## config.mk

```make
export PLATFORM = sky130hd
export DESIGN_NAME = mem_port_arbiter
export DESIGN_NICKNAME = d
export VERILOG_FILES = /design/src/rtl/mem_port_arbiter.sv
export SDC_FILE = /design/constraint.sdc
export NUM_CORES = 1
export LEC_CHECK = 0
export CORE_AREA = 2 2 117 119
export CTS_CLUSTER_SIZE = 28
export DETAILED_ROUTE_END_ITERATION = 6
export DIE_AREA = 0 0 119 121
export GPL_ROUTABILITY_DRIVEN = 0
export PLACE_DENSITY = 0.94
export SLEW_MARGIN = 10
export SYNTH_ARGS = -nofsm -noshare
export SYNTH_HDL_FRONTEND = slang
export SYNTH_SLANG_ARGS = --single-unit
```

## constraint.sdc

```tcl
create_clock -name clk -period 2.6 [get_ports clk]
set_input_delay 0.52 -clock clk [delete_from_list [all_inputs] [get_ports clk]]
set_output_delay 0.52 -clock clk [all_outputs]
set_load 0.02 [all_outputs]
```

## src/rtl/mem_port_arbiter.sv

```systemverilog
// Shares one fixed-latency single-port memory between the fetch and data stages.
// Data wins contention until fetch has lost STARVE_LIMIT contended grants in a row.
//
// state   | meaning
// --------+-----------------------------------------------------------
// S_IDLE  | no access in flight; arbitrate and latch winner's request
// S_ISSUE | mem_en strobe for the latched access; load wait counter
// S_WAIT  | wait out MEM_LATENCY; capture mem_rdata when counter hits 0
// S_DONE  | owner's valid pulse; always returns to S_IDLE
module mem_port_arbiter #(
    parameter int ADDR_W       = 32,
    parameter int DATA_W       = 32,
    parameter int MEM_LATENCY  = 2,
    parameter int STARVE_LIMIT = 4
) (
    input  logic              clk,
    input  logic              rst,
    input  logic              if_req,
    input  logic [ADDR_W-1:0] if_addr,
    output logic [DATA_W-1:0] if_rdata,
    output logic              if_valid,
    output logic              stall_F,
    input  logic              dm_req,
    input  logic              dm_we,
    input  logic [ADDR_W-1:0] dm_addr,
    input  logic [DATA_W-1:0] dm_wdata,
    output logic [DATA_W-1:0] dm_rdata,
    output logic              dm_valid,
    output logic              stall_M,
    output logic              mem_en,
    output logic              mem_we,
    output logic [ADDR_W-1:0] mem_addr,
    output logic [DATA_W-1:0] mem_wdata,
    input  logic [DATA_W-1:0] mem_rdata,
    output logic              busy
);

    localparam int CNT_W = (MEM_LATENCY > 1) ? $clog2(MEM_LATENCY) : 1;
    localparam int STV_W = (STARVE_LIMIT > 0) ? $clog2(STARVE_LIMIT + 1) : 1;
    localparam logic [CNT_W-1:0] CNT_LOAD = CNT_W'(MEM_LATENCY - 1);
    localparam logic [STV_W-1:0] STV_MAX  = STV_W'(STARVE_LIMIT);

    typedef enum logic [1:0] {
        S_IDLE  = 2'd0,
        S_ISSUE = 2'd1,
        S_WAIT  = 2'd2,
        S_DONE  = 2'd3
    } state_t;

    state_t            state_q;
    logic              owner_q;
    logic              we_q;
    logic [CNT_W-1:0]  wait_cnt_q;
    logic [STV_W-1:0]  starve_cnt_q;
    logic [STV_W-1:0]  starve_cnt_d;
    logic [ADDR_W-1:0] mem_addr_q;
    logic [DATA_W-1:0] mem_wdata_q;
    logic [DATA_W-1:0] if_rdata_q;
    logic [DATA_W-1:0] dm_rdata_q;
    logic              mem_en_q;
    logic              mem_we_q;
    logic              if_valid_q;
    logic              dm_valid_q;
    logic              busy_q;
    logic              any_req;
    logic              grant_dm;

    // Starve count only advances when fetch was actually waiting on a data win.
    always_comb begin
        any_req      = if_req | dm_req;
        grant_dm     = dm_req & ~(if_req & (starve_cnt_q == STV_MAX));
        starve_cnt_d = starve_cnt_q;
        if (!grant_dm) begin
            starve_cnt_d = '0;
        end else if (if_req && (starve_cnt_q != STV_MAX)) begin
            starve_cnt_d = starve_cnt_q + STV_W'(1);
        end
    end

    always_ff @(posedge clk) begin
        if (rst) begin
            state_q      <= S_IDLE;
            owner_q      <= 1'b0;
            we_q         <= 1'b0;
            wait_cnt_q   <= '0;
            starve_cnt_q <= '0;
            mem_addr_q   <= '0;
            mem_wdata_q  <= '0;
            if_rdata_q   <= '0;
            dm_rdata_q   <= '0;
            mem_en_q     <= 1'b0;
            mem_we_q     <= 1'b0;
            if_valid_q   <= 1'b0;
            dm_valid_q   <= 1'b0;
            busy_q       <= 1'b0;
        end else begin
            mem_en_q   <= 1'b0;
            mem_we_q   <= 1'b0;
            if_valid_q <= 1'b0;
            dm_valid_q <= 1'b0;
            case (state_q)
                S_IDLE: begin
                    if (any_req) begin
                        owner_q      <= grant_dm;
                        we_q         <= grant_dm & dm_we;
                        starve_cnt_q <= starve_cnt_d;
                        mem_addr_q   <= grant_dm ? dm_addr : if_addr;
                        if (grant_dm) begin
                            mem_wdata_q <= dm_wdata;
                        end
                        mem_en_q     <= 1'b1;
                        mem_we_q     <= grant_dm & dm_we;
                        busy_q       <= 1'b1;
                        state_q      <= S_ISSUE;
                    end
                end
                S_ISSUE: begin
                    wait_cnt_q <= CNT_LOAD;
                    state_q    <= S_WAIT;
                end
                S_WAIT: begin
                    if (wait_cnt_q == '0) begin
                        if (!we_q) begin
                            if (owner_q) begin
                                dm_rdata_q <= mem_rdata;
                            end else begin
                                if_rdata_q <= mem_rdata;
                            end
                        end
                        if (owner_q) begin
                            dm_valid_q <= 1'b1;
                        end else begin
                            if_valid_q <= 1'b1;
                        end
                        state_q <= S_DONE;
                    end else begin
                        wait_cnt_q <= wait_cnt_q - CNT_W'(1);
                    end
                end
                S_DONE: begin
                    busy_q  <= 1'b0;
                    state_q <= S_IDLE;
                end
                default: begin
                    busy_q  <= 1'b0;
                    state_q <= S_IDLE;
                end
            endcase
        end
    end

    assign mem_en    = mem_en_q;
    assign mem_we    = mem_we_q;
    assign mem_addr  = mem_addr_q;
    assign mem_wdata = mem_wdata_q;
    assign if_rdata  = if_rdata_q;
    assign dm_rdata  = dm_rdata_q;
    assign if_valid  = if_valid_q;
    assign dm_valid  = dm_valid_q;
    assign busy      = busy_q;
    assign stall_F   = if_req & ~if_valid_q;
    assign stall_M   = dm_req & ~dm_valid_q;

endmodule

```

[Word-level counts from Yosys, hierarchy flattened]
Index checks and enable logic that the tools add are counted.
Storage, ports and cells
  register bits: 141
  bits of input ports: 133
  logic and storage cells: 66
Operators by class
  add/subtract/negate cells: 2
  equality and inequality tests: 8
  muxes and demuxes: 13
  bitwise operators: 15
  reductions and logical operators: 14
Operators by type and width (number)
  32-bit two-way mux: 1
  1-bit NOT: 9
  2-bit one-hot mux with 4 select lines: 1
  4-bit AND reduction: 2
  3-bit two-way mux: 2
  2-bit AND reduction: 3
  3-bit AND reduction: 2
  3-bit OR reduction: 2
  1-bit bitwise AND: 5
  1-bit two-way mux: 5
  2-bit == test (second input constant): 2
  2-bit two-way mux: 2
  2-bit inequality test (second input constant): 2
  1-bit one-hot mux with 2 select lines: 2
  2-bit nonzero test: 2
  3-bit by 1-bit adder with 3-bit output (second input constant): 1
  3-bit == test (second input constant): 1
  3-bit inequality test (second input constant): 1
  2-bit by 1-bit == test with 1-bit output (second input constant): 1
  2-bit zero test: 1
  2-bit by 1-bit inequality test with 1-bit output (second input constant): 1
  2-bit OR reduction: 1
  1-bit logical AND: 1
  1-bit bitwise OR: 1
  1-bit subtractor (second input constant): 1

[Logic depth before layout (Yosys ltp)]
  depth in word-level cells: 6
  mapped depth: 7

[Worst setup path before layout]
Ideal clock, no wire load.
  path kind: input port to output port
  from: in dm_req
  to: out stall_M
  arrival time: 1208 ps
  setup slack: 872 ps
  cell stages on the path: 4
  path buffers: 2
  cells stage by stage: buf_2 > inv_1 > clkbuf_1 > nor2_1
Between the ends
  cells in the longest elaborated chain, start to end: 1
Ends and longest elaborated chain
  start, declared: line 23  | input logic dm_req,
  1-bit bitwise AND: line 162  | assign stall_M = dm_req & ~dm_valid_q;
  end, declared: line 29  | output logic stall_M,
Every way passes these cells.

[Final worst setup path]
Same ends and word-level chain as after synthesis.

==> impl_metrics.env <==
export IMPL_run_status="completed"
export IMPL_worstRegToRegCells=6
export IMPL_cts_tree="built"
export IMPL_ys_seq_elements=141
export IMPL_fin_crit_sh=0.925
export IMPL_gr_total_overflow=0
export IMPL_start_util=0.443
export IMPL_async_flop_share=0
export IMPL_grt_use_met3=0.0794
export IMPL_nets=1052
export IMPL_drt_iter0_drc=523
export IMPL_regToRegStartpoint="state_q[0]$_SDFFE_PP0P_"
export IMPL_cts_buffers_inserted=17
export IMPL_yosys_cell_types_count=35
export IMPL_power_leakage_nw=3.28
export IMPL_cts_resized_gates=0
export IMPL_whs_ps=452
export IMPL_via_count=5716
export IMPL_cp_max_fo=2
export IMPL_drive_above_1_share=0.0886
export IMPL_clockBufferDepth=2
export IMPL_max_cap_violations=0
export IMPL_hold_path_class="reg2reg"
export IMPL_die_h_um=121
export IMPL_antenna_left=0
export IMPL_io_pins=268
export IMPL_dr_pass1_iters=5
export IMPL_clock_skew_ps=9.05
export IMPL_worstPathArrival_ps=1880
export IMPL_clk_pin_slew_ps=60
export IMPL_peakVddDrop_uv=418
export IMPL_vias_per_cell=5.19
export IMPL_antenna_found_initial=0
export IMPL_wire_per_inst_um=15.8
export IMPL_register_area_um2=2820
export IMPL_tightest_slew_ps=623
export IMPL_grt_max_degree=83
export IMPL_grtUsageMet1=0.267
export IMPL_rsz0062_at_grt="false"
export IMPL_yosysMostFrequentCell="dfxtp_1"
export IMPL_syn_avg_cell_area_um2=8.62
export IMPL_die_width_um=119
export IMPL_grt_usage=0.236
export IMPL_grt_pass1_vias=5459
export IMPL_finalSetupViolations=0
export IMPL_syn_area_um2=5790
export IMPL_drv_slew=0
export IMPL_cts_htree_levels=4
export IMPL_hold_start="dm_rdata[1]$_SDFFE_PP0P_"
export IMPL_worstSetupPathType="in2out"
export IMPL_synth_flop_cell="dfxtp_1"
export IMPL_synth_area_leader_cell="dfxtp_1"
export IMPL_postSynthCellCount=672
export IMPL_global_route_usage_met2=0.401
export IMPL_slew_headroom=0.585
export IMPL_rrSetupSlack_ps=560
export IMPL_antennaDiodeCount=0
export IMPL_hold_depth=2
export IMPL_yosys_top_cells_area="dfxtp_1, nand2b_1, nand2_1"
export IMPL_yosysSeqAreaShare=0.487
export IMPL_hpwl_mm=11.9
export IMPL_cp_start_kind="input port"
export IMPL_drcViolationCount=0
export IMPL_power_density_nw_per_um2=881
export IMPL_yosysWarnings=0
export IMPL_fillers=946
export IMPL_row_count=42
export IMPL_synth_nets=811
export IMPL_post_cts_buffers=0
export IMPL_grt_busiest_layer="met2"
export IMPL_grt_pass1_wl_mm=27.0
export IMPL_areaGrowthSynthToFinish_pct=59.0
export IMPL_multiInputGateArea_um2=2690
export IMPL_core_area_um2=13100
export IMPL_worstSetupEndpointType="primary output"
export IMPL_synthTopCellsByCount="dfxtp_1, nand2_1, a21oi_1, nand2b_1, nor2_1"
export IMPL_holdBufCountCts=0
export IMPL_synth_edf_count=0
export IMPL_period_minus_slack_ps=2400
export IMPL_required_ps=2080
export IMPL_port_buffers=267
export IMPL_regToRegEndpoint="if_rdata[0]$_SDFFE_PP0P_"
export IMPL_clock_sinks=141
export IMPL_tns_ps=0
export IMPL_clk_latency_ps=410
export IMPL_hold_viol_final=0
export IMPL_routed_wl_mm=17.3
export IMPL_die_area_um2=14400
export IMPL_synth_top_area_share=0.487
export IMPL_min_to="dm_rdata[1]$_SDFFE_PP0P_"
export IMPL_cts_root_buffer="clkbuf_16"
export IMPL_timing_fmax_mhz=416
cell type report:
type,instances,share of cell area
Clock inverter,11,0.0206
Sequential cell,141,0.306
Clock buffer,20,0.0496
Tap cell,176,0.0239
Multi-Input combinational cell,466,0.292
Inverter,5,0.00204
Timing Repair Buffer,282,0.306
power by group:
group	switching [mW]	leakage, nW	internal [mW]
registers	0.240	1.15	2.56
clock network	0.895	0.316	1.75
logic	1.42	1.81	1.26
cells in the final DEF (no fill, tap or decap), types with 5 or more instances in the layout:
| master | instances |
|---|---|
| nand2b_1 | 64 |
| buf_4 | 13 |
| ha_1 | 6 |
| nand2_1 | 103 |
| bufinv_16 | 5 |
| a311oi_1 | 32 |
| o21ai_0 | 34 |
| nand3_1 | 34 |
| nor2_1 | 38 |
| mux2i_1 | 32 |
| nand2_2 | 30 |
| dfxtp_1 | 141 |
| clkbuf_16 | 17 |
| inv_1 | 5 |
| a21oi_1 | 70 |
| clkdlybuf4s50_1 | 266 |
through the flow:
| step | area [um2] | utilization | total power [mW] | setup slack, ps | cells |
|---|---|---|---|---|---|
| 6_report | 9220 | 0.704 | 8.12 | 196 | 1101 |
| 5_1_grt | 9220 | 0.704 | 8.51 | 147 | 1101 |
| 4_1_cts | 9220 | 0.704 | 8.19 | 212 | 1101 |
| 3_5_place_dp | 8570 | 0.655 | 5.52 | 225 | 1070 |
| 3_3_place_gp | 8570 | 0.655 | 5.45 | 210 | 1070 |
| 2_1_floorplan | 5790 | - | 4.31 | 872 | 672 |
registers in the layout, summed over array words and instances, names as in the netlist:
| register | flops |
|---|---|
| starve_cnt_q | 3 |
| busy | 1 |
| mem_wdata | 32 |
| state_q | 2 |
| mem_en | 1 |
| we_q | 1 |
| owner_q | 1 |
| mem_addr | 32 |
| dm_rdata | 32 |
| if_rdata | 32 |
| if_valid | 1 |
| dm_valid | 1 |
| wait_cnt_q | 1 |
| mem_we | 1 |
logic make-up (layout without fill, tap and decap cells):
group,after synthesis,count (layout),synth area share
and+or+nand+nor,286,286,0.247
AOI/OAI and AO/OA,142,142,0.146
DFF,141,141,0.487
buffers and inverters,65,318,0.0512
muxes,32,32,0.0553
adders and majority gates,6,6,0.0130
layer usage:
layer  share of wire  routed length [um]  up-vias
met4           0.030                 518        0
li1                -                   -     2773
met1            0.40                6910     2666
met2            0.49                8520      233
met3           0.080                1390       44
met5               0                   0        -
worst max path at each step:
| stage | start | endpoint | slack [ps] | cells past startpoint |
|---|---|---|---|---|
| finish | dm_req | stall_M | 200 | 4 |
| global route | dm_req | stall_M | 150 | 4 |
| CTS | dm_req | stall_M | 210 | 4 |
| detailed placement | dm_req | stall_M | 230 | 4 |
| global placement | dm_req | stall_M | 210 | 4 |
| floorplan | dm_req | stall_M | 870 | 4 |
worst max-delay path, cell delays in order:
cell             delay (ps)
clkdlybuf4s50_1         480
inv_1                    60
nor2_1                  190
clkdlybuf4s50_1         640
No activity file was read; power rests on OpenSTA's default activity.
